$ cat config.mk
export PLATFORM = sky130hd
export DESIGN_NAME = array_unpacker
export DESIGN_NICKNAME = d
export VERILOG_FILES = /design/src/rtl/array_unpacker.sv
export SDC_FILE = /design/constraint.sdc
export NUM_CORES = 1
export LEC_CHECK = 0
export ABC_CLOCK_PERIOD_IN_PS = 2370
export BUFFER_PORTS_ARGS = -buffer_cell sky130_fd_sc_hd__buf_4
export CORE_UTILIZATION = 52
export DETAILED_ROUTE_END_ITERATION = 12
export HOLD_SLACK_MARGIN = 0.02
export PLACE_DENSITY = 0.84
export SYNTH_ARGS = -nofsm -noshare
export SYNTH_HDL_FRONTEND = slang
export SYNTH_SLANG_ARGS = --single-unit
$ cat constraint.sdc
create_clock -name clk -period 2.37 [get_ports clk]
set_input_delay 0.474 -clock clk [delete_from_list [all_inputs] [get_ports clk]]
set_output_delay 0.474 -clock clk [all_outputs]
set_load 0.05 [all_outputs]
$ cat src/rtl/array_unpacker.sv
// Array unpacker: captures one flattened array and streams its elements out.
// Define UNPACK_REVERSE_EN to emit elements last-to-first.
module array_unpacker #(
   parameter int DATA_W  = 4,
   parameter int MAX_LEN = 4,
   parameter int LEN_W   = 3
) (
   input  logic                      clk,
   input  logic                      rst,
   input  logic                      in_valid,
   output logic                      in_ready,
   input  logic [LEN_W-1:0]          in_len,
   input  logic [MAX_LEN*DATA_W-1:0] in_data,
   output logic                      out_valid,
   input  logic                      out_ready,
   output logic [DATA_W-1:0]         out_data,
   output logic [LEN_W-1:0]          out_idx,
   output logic                      out_last,
   output logic                      len_err
);

   typedef enum logic {IDLE, STREAM} state_e;

   state_e                    state_q, state_d;
   logic [MAX_LEN*DATA_W-1:0] buf_q, buf_d;
   logic [LEN_W-1:0]          end_q, end_d;
   logic [LEN_W-1:0]          idx_q, idx_d;
   logic [DATA_W-1:0]         data_q, data_d;
   logic                      last_q, last_d;
   logic                      err_q, err_d;

   logic                      len_ok;
   logic [LEN_W-1:0]          first_idx;
   logic [LEN_W-1:0]          final_idx;
   logic [LEN_W-1:0]          next_idx;

   function automatic logic [DATA_W-1:0] elem(
      input logic [MAX_LEN*DATA_W-1:0] v,
      input logic [LEN_W-1:0]          i
   );
      logic [DATA_W-1:0] r;
      r = '0;
      for (int k = 0; k < MAX_LEN; k++) begin
         if (i == LEN_W'(k)) r = v[k*DATA_W +: DATA_W];
      end
      return r;
   endfunction

   assign in_ready  = (state_q == IDLE) && !rst;
   assign out_valid = (state_q == STREAM);
   assign out_data  = data_q;
   assign out_idx   = idx_q;
   assign out_last  = last_q;
   assign len_err   = err_q;

   assign len_ok = (in_len != '0) && (in_len <= LEN_W'(MAX_LEN));

   // end_q holds the index of the beat that closes the array
`ifdef UNPACK_REVERSE_EN
   assign first_idx = in_len - LEN_W'(1);
   assign final_idx = '0;
   assign next_idx  = idx_q - LEN_W'(1);
`else
   assign first_idx = '0;
   assign final_idx = in_len - LEN_W'(1);
   assign next_idx  = idx_q + LEN_W'(1);
`endif

   always_comb begin
      state_d = state_q;
      buf_d   = buf_q;
      end_d   = end_q;
      idx_d   = idx_q;
      data_d  = data_q;
      last_d  = last_q;
      err_d   = 1'b0;
      unique case (state_q)
         IDLE: begin
            if (in_valid && in_ready) begin
               if (len_ok) begin
                  state_d = STREAM;
                  buf_d   = in_data;
                  end_d   = final_idx;
                  idx_d   = first_idx;
                  data_d  = elem(in_data, first_idx);
                  last_d  = (first_idx == final_idx);
               end else begin
                  err_d = 1'b1;
               end
            end
         end
         STREAM: begin
            if (out_ready) begin
               if (last_q) begin
                  state_d = IDLE;
                  last_d  = 1'b0;
               end else begin
                  idx_d  = next_idx;
                  data_d = elem(buf_q, next_idx);
                  last_d = (next_idx == end_q);
               end
            end
         end
         default: state_d = IDLE;
      endcase
   end

   always_ff @(posedge clk) begin
      if (rst) begin
         state_q <= IDLE;
         buf_q   <= '0;
         end_q   <= '0;
         idx_q   <= '0;
         data_q  <= '0;
         last_q  <= 1'b0;
         err_q   <= 1'b0;
      end else begin
         state_q <= state_d;
         buf_q   <= buf_d;
         end_q   <= end_d;
         idx_q   <= idx_d;
         data_q  <= data_d;
         last_q  <= last_d;
         err_q   <= err_d;
      end
   end

endmodule

==> key figures, run 1 <==
Timing
  • Setup TNS: 0 ps
  • Unrepaired setup endpoints after global routing: no
  • Final hold violation count: 0
  • Worst-Margin Slew: 476 ps
  • Tcrit/Tclk final: 84.8%
  • Worst Hold Slack: 346 ps
  • Final min period: 2010 ps
  • Clk_skew: 9.01 ps
  • Slew Viols, Final: 0
  • Peak Freq: 498 MHz
  • Final setup violation count: 0
  • Slew margin rel.: 67.5%

Global routing
  • Pin count of the biggest net entering global routing: 31
  • First-pass GRT wire length: 5090 um
  • Antenna violations before repair: 0
  • Vias in the first global route: 1216
  • GRT Util Overall: 24.6%
  • GRT overflow: 0

Run status
  • Status: complete, no violations

Synth
  • Mapped cell area: 1460 um^2
  • Synthesis-stage register bit count: 29
  • Yosys warnings: 0
  • Count of unique library cells instantiated by Yosys: 33
  • Seq/Total Area, Yosys: 39.8%
  • Cell count after synthesis: 181
  • Syn_nets: 211
  • Synthesized area per cell: 8.05 um^2

Worst setup path
  • CP Buf/Inv Count: 0
  • CP max stage cell: a2111oi_0
  • CP most frequent cell: ha_1
  • Max incr delay on CP: 470 ps
  • WP data arrival: 2220 ps
  • CP endpoint kind: flip-flop
  • Critical Path RT: 2590 ps
  • Critical path's top delay family: compound AO/OA/AOI/OAI gates
  • Crit path cell chain: ha_1, ha_1, o21ba_2, nor4_1, a2111oi_0, nor3_1
  • Worst-path maximum fanout: 7
  • Worst setup path class: reg2reg
  • Setup crit start kind: flip-flop

Floorplan
  • Io pins: 34
  • Die width: 54.9 um
  • Die outline height: 54.9 um
  • Cell Rows: 18
  • Die ar.: 3020 um^2
  • Starting density of the core: 56.8%
  • Core area: 2570 um^2

Clocking
  • CTS Buf Count: 5
  • H-tree depth: 2
  • Hold buffers post-CTS: 0
  • CTS tree: yes
  • Post-CTS sizing: 0
  • CTS sink cnt: 29
  • Bufs on Longest Clock Path: 2
  • CTS clk-pin slew, worst paths: 90 ps
  • Postcts setup bufs: 0
  • Root Buffer: clkbuf_4
  • Skew-Pair Late Insertion Delay: 340 ps

Layout
  • Filler instances: 228
  • Net count, final: 240
  • Share of layout cells above drive strength 1: 21.3%
  • Most common cell after layout, fill and taps aside: nand2_1
  • Antenna cells: 0
  • Fin area: 1710 um^2
  • Area Overhead vs Synth: 17.3%
  • Most frequent cells in the layout: nand2_1, buf_4, a21oi_1, dfxtp_1, inv_1

Placement
  • IO Port Bufs: 33
  • Routability cong.: 0.862
  • Post-Place Cell Area: 1660 um^2
  • Detailed placement HPWL: 2290 um

Detailed routing
  • Via count: 1348
  • Routed length per instance: 13.1 um
  • Vias per std cell: 5.59
  • DRT iter0 DRCs: 17
  • Final ANT Viol Nets: 0
  • Drt total wl: 3150 um
  • DRC Markers: 0
  • 1st-pass router iterations: 4

Flow run
  • Max-cap violations: 0

Power and ir drop
  • Power Dens Cells: 584 nW/um^2
  • VDD IR max: 0.515 mV
  • Leakage power: 0.667 nW

Hold path
  • Hold crit path type: in2reg
[cells in the mapped netlist]
cell / count / area, um^2
buf_6: 2 / 22.5
nand2_1: 42 / 158
buf_2: 2 / 10.0
nor3b_4: 1 / 18.8
and3b_1: 1 / 8.76
xnor2_1: 2 / 17.5
ha_1: 7 / 87.6
a21oi_1: 30 / 150
nor2_2: 1 / 6.26
clkbuf_1: 5 / 18.8
and2_4: 1 / 8.76
inv_1: 11 / 41.3
nor2_1: 5 / 18.8
xor2_1: 2 / 17.5
buf_12: 1 / 20.0
a211oi_2: 1 / 12.5
nor4_1: 1 / 6.26
a21oi_2: 1 / 8.76
buf_8: 1 / 15.0
dfxtp_1: 29 / 581
a221oi_1: 1 / 8.76
nand3_1: 6 / 30.0
a211oi_1: 5 / 37.5
nor3b_1: 3 / 22.5
nand2b_1: 1 / 6.26
o21ba_2: 1 / 10.0
a2111oi_0: 1 / 8.76
nor3_1: 6 / 30.0
and2b_1: 1 / 7.51
o21ai_0: 3 / 15.0
nand3b_1: 2 / 15.0
buf_1: 1 / 3.75
a32oi_1: 4 / 35.0
[stage by stage]
step	worst slack, ps	std cells	power, W	util (%)
finish	361	241	0.000998	66.6
global route	201	241	0.00105	66.6
CTS	383	241	0.00101	66.6
detailed placement	372	233	0.000725	64.7
global placement	466	233	0.000718	64.7
floorplan	293	181	0.000667	-
[sequential cells by signal, summed over array words and instances (netlist names)]
signal	flops
buf_q	16
out_data	4
end_q	3
out_idx	3
len_err	1
out_last	1
out_valid	1
[path summary, 6_finish.rpt]
kind | to | startpoint | cells past startpoint | slack, ps
worst min register to register | buf_q[5] | buf_q[5] | 2 | 460
worst min-delay path | end_q[0] | in_len[0] | 2 | 350
worst max register to register | out_data[2] | out_idx[0] | 6 | 360
worst max-delay path | out_data[2] | out_idx[0] | 6 | 360
[kinds of logic after synthesis]
kind of cell	count (synthesis)	share of synthesized area (%)
simple gates	71	23.1
compound gates	47	19.7
xor+xnor	4	2.40
fa+ha+maj	7	6.01
flops	29	39.8
buf+inv	23	9.01
[final cells by class]
type / instances / area [um^2] / share of cell area [%]
Multi-Input combinational cell: 129 / 746 / 43.6
Tap cell: 30 / 37.5 / 2.20
Sequential cell: 29 / 581 / 34.0
Timing Repair Buffer: 34 / 255 / 14.9
Inverter: 11 / 41.3 / 2.42
Clock buffer: 8 / 48.8 / 2.86
[power by group]
part           switching [W]  internal [W]
combinational       0.000112     0.0000741
clock               0.000167      0.000118
sequential         0.0000179      0.000510
[per-layer routing]
layer	vias up	global-route usage (%)	part of all wire, %
li1	671	-	-
met3	8	5.74	6.4
met5	-	0	0
met4	0	14.6	1.6
met1	629	26.4	43
met2	40	43.4	49
No activity file was read; power rests on OpenSTA's default activity.
==> inputs of run 2 (changes only) <==
Settings changed: ABC_AREA set to 1, ABC_CLOCK_PERIOD_IN_PS 2370 to 2000, CORE_UTILIZATION 52 to 53.
Clock period 2.37 ns to 2 ns, I/O delays scaled along.
==> run 2 against run 1 <==
  * Register-to-register slack worse by 120 ps
  * Area after synthesis up 7.0%
  * First-iteration DRC count rose to 3.4 times the previous value
  * Hold slack worse by 94 ps
  * Maximum frequency up 14%
  * Count of clock-buffer cells in the layout unchanged
  * Cell count up 22%
  * Critical path depth up 2
  * Synthesized cell count up 25%
  * Critical path type unchanged
  * Largest power group unchanged
==> key figures, run 2 <==
Run status
  • Status: complete, no violations

Layout
  • Non-filler instance count after layout: 293 (+22%)
  • Area of the multi-input gates: 792 um^2 (+6.2%)
  • Most frequent cells in the layout: nand2_1, nor2_1, buf_4, inv_1, dfxtp_1
  • Top reg by flops: buf_q
  • Area Overhead vs Synth: 19.1%
  • Net count, final: 291 (+21%)
  • Fin area: 1860 um^2 (+8.7%)
  • Most common cell after layout, fill and taps aside: nand2_1
  • Antenna cells: 0 (unchanged)
  • Filler instances: 256 (+12%)
  • Max reg flops: 16 (unchanged)
  • Share of layout cells above drive strength 1: 21.4% (+0.047 points)
  • Sequential Area: 581 um^2 (unchanged)

Worst setup path
  • CP startpoint: out_idx[0]
  • Critical Path RT: 2230 ps (-360 ps)
  • WP data arrival: 2000 ps (-220 ps)
  • R2R Setup Slk: 240 ps (-120 ps)
  • Worst-path maximum fanout: 12 (+5)
  • R2R cell count: 8 (+2)
  • Worst setup path class: reg2reg
  • Setup crit start kind: flip-flop
  • CP endpoint kind: flip-flop
  • CP Capture Point: out_data[3]
  • R2R Path End: out_data[3]
  • Crit Reg-Reg Startpoint: out_idx[0]

Clocking
  • Postcts setup bufs: 0 (unchanged)
  • Bufs on Longest Clock Path: 2 (unchanged)
  • CTS Buf Count: 5 (unchanged)
  • Skew-Pair Late Insertion Delay: 330 ps (about the same)
  • CTS tree: yes
  • CTS sink cnt: 29 (unchanged)
  • Root Buffer: clkbuf_4
  • Hold buffers post-CTS: 0 (unchanged)
  • CTS clk-pin slew, worst paths: 90 ps (about the same)
  • H-tree depth: 2 (unchanged)

Timing
  • Final setup violation count: 0 (unchanged)
  • Clk_skew: 4.26 ps (-4.75 ps)
  • Worst-Margin Slew: 517 ps (+41.5 ps)
  • Unrepaired setup endpoints after global routing: no
  • Setup TNS: 0 ps (unchanged)
  • Peak Freq: 567 MHz (+14%)
  • Slew Viols, Final: 0 (unchanged)
  • Final min period: 1760 ps (-245 ps)
  • Tcrit/Tclk final: 88.2% (+3.4 points)
  • Worst Hold Slack: 252 ps (-94.2 ps)
  • Final hold violation count: 0 (unchanged)
  • Slew margin rel.: 65.5% (-2.0 points)

Placement
  • Detailed placement HPWL: 2360 um (+2.8%)
  • IO Port Bufs: 33 (unchanged)
  • Post-Place Cell Area: 1810 um^2 (+9.0%)
  • Routability cong.: 0.874 (+1.4%)
  • Total placed cells including tap cells: 285 (+22%)

Synth
  • Area leader, netlist: dfxtp_1
  • Synth area leaders: dfxtp_1, nand2_1, nor2_1
  • Post-synth top cells: nand2_1, nor2_1, inv_1, dfxtp_1, o21ai_0
  • Synthesized area per cell: 6.90 um^2 (-14%)
  • Most frequent cell after synthesis: nand2_1
  • Asr flop ratio synth: 0% (unchanged)
  • Share of the synthesized area in the top cell type: 37.2% (-2.6 points)
  • Yosys warnings: 0 (unchanged)
  • Synthesis-stage register bit count: 29 (unchanged)
  • Cell count after synthesis: 226 (+25%)
  • Syn_nets: 256 (+21%)
  • Seq/Total Area, Yosys: 37.2% (-2.6 points)
  • Primary FF master, synth: dfxtp_1
  • Count of unique library cells instantiated by Yosys: 24 (-27%)
  • Post-synth EDFFs: 0 (unchanged)
  • Mapped cell area: 1560 um^2 (+7.0%)

Hold path
  • Hold crit path type: in2reg

Global routing
  • Pin count of the biggest net entering global routing: 25 (-19%)
  • First-pass GRT wire length: 5640 um (+11%)
  • Antenna violations before repair: 0 (unchanged)
  • GRT overflow: 0 (unchanged)
  • Vias in the first global route: 1371 (+13%)
  • GRT Util Overall: 23.0% (-1.6 points)

Detailed routing
  • DRT iter0 DRCs: 58 (+41)
  • DRC Markers: 0 (unchanged)
  • Drt total wl: 3220 um (+2.2%)
  • Via count: 1467 (+8.8%)
  • Final ANT Viol Nets: 0 (unchanged)
  • 1st-pass router iterations: 4 (unchanged)
  • Routed length per instance: 11.0 um (-16%)
  • Vias per std cell: 5.01 (-10%)

Floorplan
  • Cell Rows: 19 (+1)
  • Core area: 2780 um^2 (+8.3%)
  • Die width: 56.3 um (+2.4%)
  • Die outline height: 56.3 um (+2.4%)
  • Die ar.: 3160 um^2 (+4.8%)
  • Starting density of the core: 56.1% (-0.68 points)
  • Io pins: 34 (unchanged)

Power and ir drop
  • Power Dens Cells: 648 nW/um^2 (+11%)
  • VDD IR max: 0.550 mV (+6.7%)
  • Leakage power: 0.925 nW (+39%)

Flow run
  • Max-cap violations: 0 (unchanged)
==> run 2: cell count changes after synthesis, sizes merged, moves of 3 or more <==
cell,delta
a32oi,-4
inv,+23
a211oi,-6
nor2,+33
nand3,+12
nand2,+3
clkbuf,-4
o21ai,+23
nor3,-5
nor3b,-4
a21oi,-15
==> run 2: how the worst min path moves through the flow <==
stage,startpoint,to,slack [ps],cells past startpoint
6_report,in_len[0],end_q[0],250,2
5_1_grt,in_len[0],end_q[0],250,2
4_1_cts,in_len[0],end_q[0],250,2
3_5_place_dp,end_q[2],end_q[2],450,2
3_3_place_gp,buf_q[7],buf_q[7],450,2
2_1_floorplan,buf_q[6],buf_q[6],430,2
==> run 2: power by group <==
group          switching [W]  internal, W
Clock               0.000193     0.000140
Sequential         0.0000230     0.000608
Combinational       0.000145    0.0000946
Total               0.000361     0.000843
==> run 2: metal layers <==
metal	up-vias	share of wire, %	global-route usage, %
li1	774	-	-
met1	654	46	26.3
met2	31	48	41.2
met3	8	4.6	4.84
met4	0	1.6	9.41
met5	-	0	0
==> run 2: repair_timing <==
action	in CTS	in global routing
resized for setup	0	1
hold endpoints to repair	0	0
endpoints found under the setup margin	0	4
==> run 2: per-stage QoR <==
stage | utilization, % | worst slack [ps] | total power, W
final | 66.8 | 237 | 0.00120
after global placement | 65.0 | 219 | 0.000881
after CTS | 66.8 | 92.1 | 0.00121
after floorplan | - | 126 | 0.000805
after global routing | 66.8 | 44.7 | 0.00127
after detailed placement | 65.0 | 148 | 0.000884
==> run 2: kinds of logic after synthesis <==
| group | share of synthesized area, % |
|---|---|
| simple gates | 29.0 |
| compound gates | 16.1 |
| buf+inv | 12.0 |
| flops | 37.2 |
| fa+ha+maj | 5.61 |
==> run 2: final cells by class <==
| type | count | share of cell area (%) |
|---|---|---|
| inverters | 34 | 6.87 |
| flip-flops and latches | 29 | 31.2 |
| multi-input cells | 155 | 42.6 |
| repair buffers | 36 | 14.5 |
| well taps | 31 | 2.09 |
| clock buffers | 8 | 2.63 |
==> run 2: worst max-delay path, stage by stage (launching register included) <==
cell and delay [ps]:
dfxtp_1 380, ha_1 220, ha_1 310, inv_2 160
nand2_1 200, o21ai_0 220, inv_1 60, nand2_1 60
a21oi_1 50
==> inputs of run 3 (changes only) <==
Settings changed: BUFFER_PORTS_ARGS -buffer_cell sky130_fd_sc_hd__buf_4 to unset, CORE_UTILIZATION 53 to 62, DONT_BUFFER_PORTS set to 1.
==> run 3 against run 2 <==
  * Clock power increased by 2%
  * Setup slack better by 53 ps
  * Final area down 11%
  * Sequential share of layout area grew 3.9 points
  * Critical path type is now reg2out
==> key figures, run 3 (synthesis results as in run 2) <==
Timing
  • Clk_skew: 10.8 ps (+6.53 ps)
  • Peak Freq: 585 MHz (+3.1%)
  • Setup TNS: 0 ps (unchanged)
  • Unrepaired setup endpoints after global routing: no
  • Final setup violation count: 0 (unchanged)
  • Slew margin rel.: 55.2% (-10 points)
  • Final hold violation count: 0 (unchanged)
  • Worst-Margin Slew: 671 ps (+154 ps)
  • Slew Viols, Final: 0 (unchanged)
  • Worst Hold Slack: 120 ps (-132 ps)
  • Tcrit/Tclk final: 85.5% (-2.7 points)
  • Final min period: 1710 ps (-53.2 ps)

Clocking
  • Postcts setup bufs: 0 (unchanged)
  • Root Buffer: clkbuf_4
  • CTS sink cnt: 29 (unchanged)
  • H-tree depth: 2 (unchanged)
  • Skew-Pair Late Insertion Delay: 340 ps (about the same)
  • CTS clk-pin slew, worst paths: 80 ps (about the same)
  • Bufs on Longest Clock Path: 2 (unchanged)
  • CTS Buf Count: 5 (unchanged)
  • Hold buffers post-CTS: 0 (unchanged)
  • CTS tree: yes
  • Post-CTS sizing: 0 (unchanged)

Floorplan
  • Die outline height: 52.2 um (-7.3%)
  • Io pins: 34 (unchanged)
  • Die ar.: 2720 um^2 (-14%)
  • Starting density of the core: 67.9% (+12 points)
  • Cell Rows: 17 (-2)
  • Die width: 52.2 um (-7.3%)
  • Core area: 2300 um^2 (-17%)

Global routing
  • GR peak layer: met2
  • Vias in the first global route: 1327 (-3.2%)
  • Antenna violations before repair: 0 (unchanged)
  • Pin count of the biggest net entering global routing: 25 (unchanged)
  • GR met1 Demand/Resource: 29.0% (+2.7 points)
  • Met2 GRT Util: 47.9% (+6.7 points)
  • Met3 usage: 8.48% (+3.6 points)
  • GRT Util Overall: 28.3% (+5.4 points)
  • GRT overflow: 0 (unchanged)
  • First-pass GRT wire length: 5420 um (-3.9%)

Layout
  • Top reg by flops: buf_q
  • Area Overhead vs Synth: 5.85%
  • Max reg flops: 16 (unchanged)
  • Filler instances: 213 (-17%)
  • Most common cell after layout, fill and taps aside: nand2_1
  • Most frequent cells in the layout: nand2_1, nor2_1, inv_1, dfxtp_1, o21ai_0
  • Non-filler instance count after layout: 263 (-10%)
  • Net count, final: 264 (-9.3%)
  • Share of layout cells above drive strength 1: 11.9% (-9.5 points)
  • Antenna cells: 0 (unchanged)
  • Fin area: 1650 um^2 (-11%)

Power and ir drop
  • VDD IR max: 0.586 mV (+6.5%)
  • Leakage power: 0.792 nW (-14%)
  • Power Dens Cells: 704 nW/um^2 (+8.7%)

Detailed routing
  • 1st-pass router iterations: 4 (unchanged)
  • Via count: 1444 (-1.6%)
  • Final ANT Viol Nets: 0 (unchanged)
  • DRC Markers: 0 (unchanged)
  • Vias per std cell: 5.49 (+9.7%)
  • Routed length per instance: 12.7 um (+16%)
  • DRT iter0 DRCs: 40 (-31%)
  • Drt total wl: 3350 um (+3.9%)

Worst setup path
  • Critical Path RT: 1600 ps (-630 ps)
  • WP data arrival: 1310 ps (-690 ps)
  • Worst-path maximum fanout: 14 (+2)
  • Setup crit start kind: flip-flop
  • Worst setup path class: reg2out
  • CP endpoint kind: primary output

Run status
  • Status: complete, no violations

Placement
  • IO Port Bufs: 0 (-100%)
  • Routability cong.: 0.980 (+12%)
  • Detailed placement HPWL: 2540 um (+7.7%)
  • Post-Place Cell Area: 1600 um^2 (-11%)
  • Total placed cells including tap cells: 255 (-11%)

Hold path
  • Hold crit path type: in2reg

Flow run
  • Max-cap violations: 0 (unchanged)
==> run 3: cell type report <==
class	instances	area, um^2	share of cell area [%]
multi-input combinational	155	792	48.0
sequential	29	581	35.2
inverter	34	128	7.73
timing repair buffer	9	67.6	4.09
clock buffer	8	48.8	2.95
tap	28	35.0	2.12
==> run 3: power by group <==
part	internal, W	switching (W)
combinational	0.0000579	0.000110
sequential	0.000608	0.0000486
clock	0.000140	0.000198
==> run 3: per-stage QoR <==
stage / setup slack (ps) / total power (W) / utilization [%]
after floorplan: 126 / 0.000805 / -
after global placement: 449 / 0.000829 / 69.8
after detailed placement: 355 / 0.000837 / 69.8
after CTS: 280 / 0.00117 / 71.9
after global routing: 159 / 0.00122 / 71.9
final: 290 / 0.00116 / 71.9
==> run 3: path summary, 6_finish.rpt <==
kind,to,start,slack (ps),cells after the start
max,in_ready,out_valid,290,2
min,out_idx[1],rst,120,1
max reg2reg,out_data[0],out_idx[0],340,10
min reg2reg,end_q[2],end_q[2],470,2
==> run 3: metal layers <==
metal,share of wire [%],routed length (um)
met1,41,1380
met2,49,1660
met3,5.9,198
met4,3.2,107
met5,0,0
==> run 3: worst max-delay path: stages, from the launching register on <==
cell and delay [ps]:
dfxtp_1 670, nor2_4 100, buf_4 210
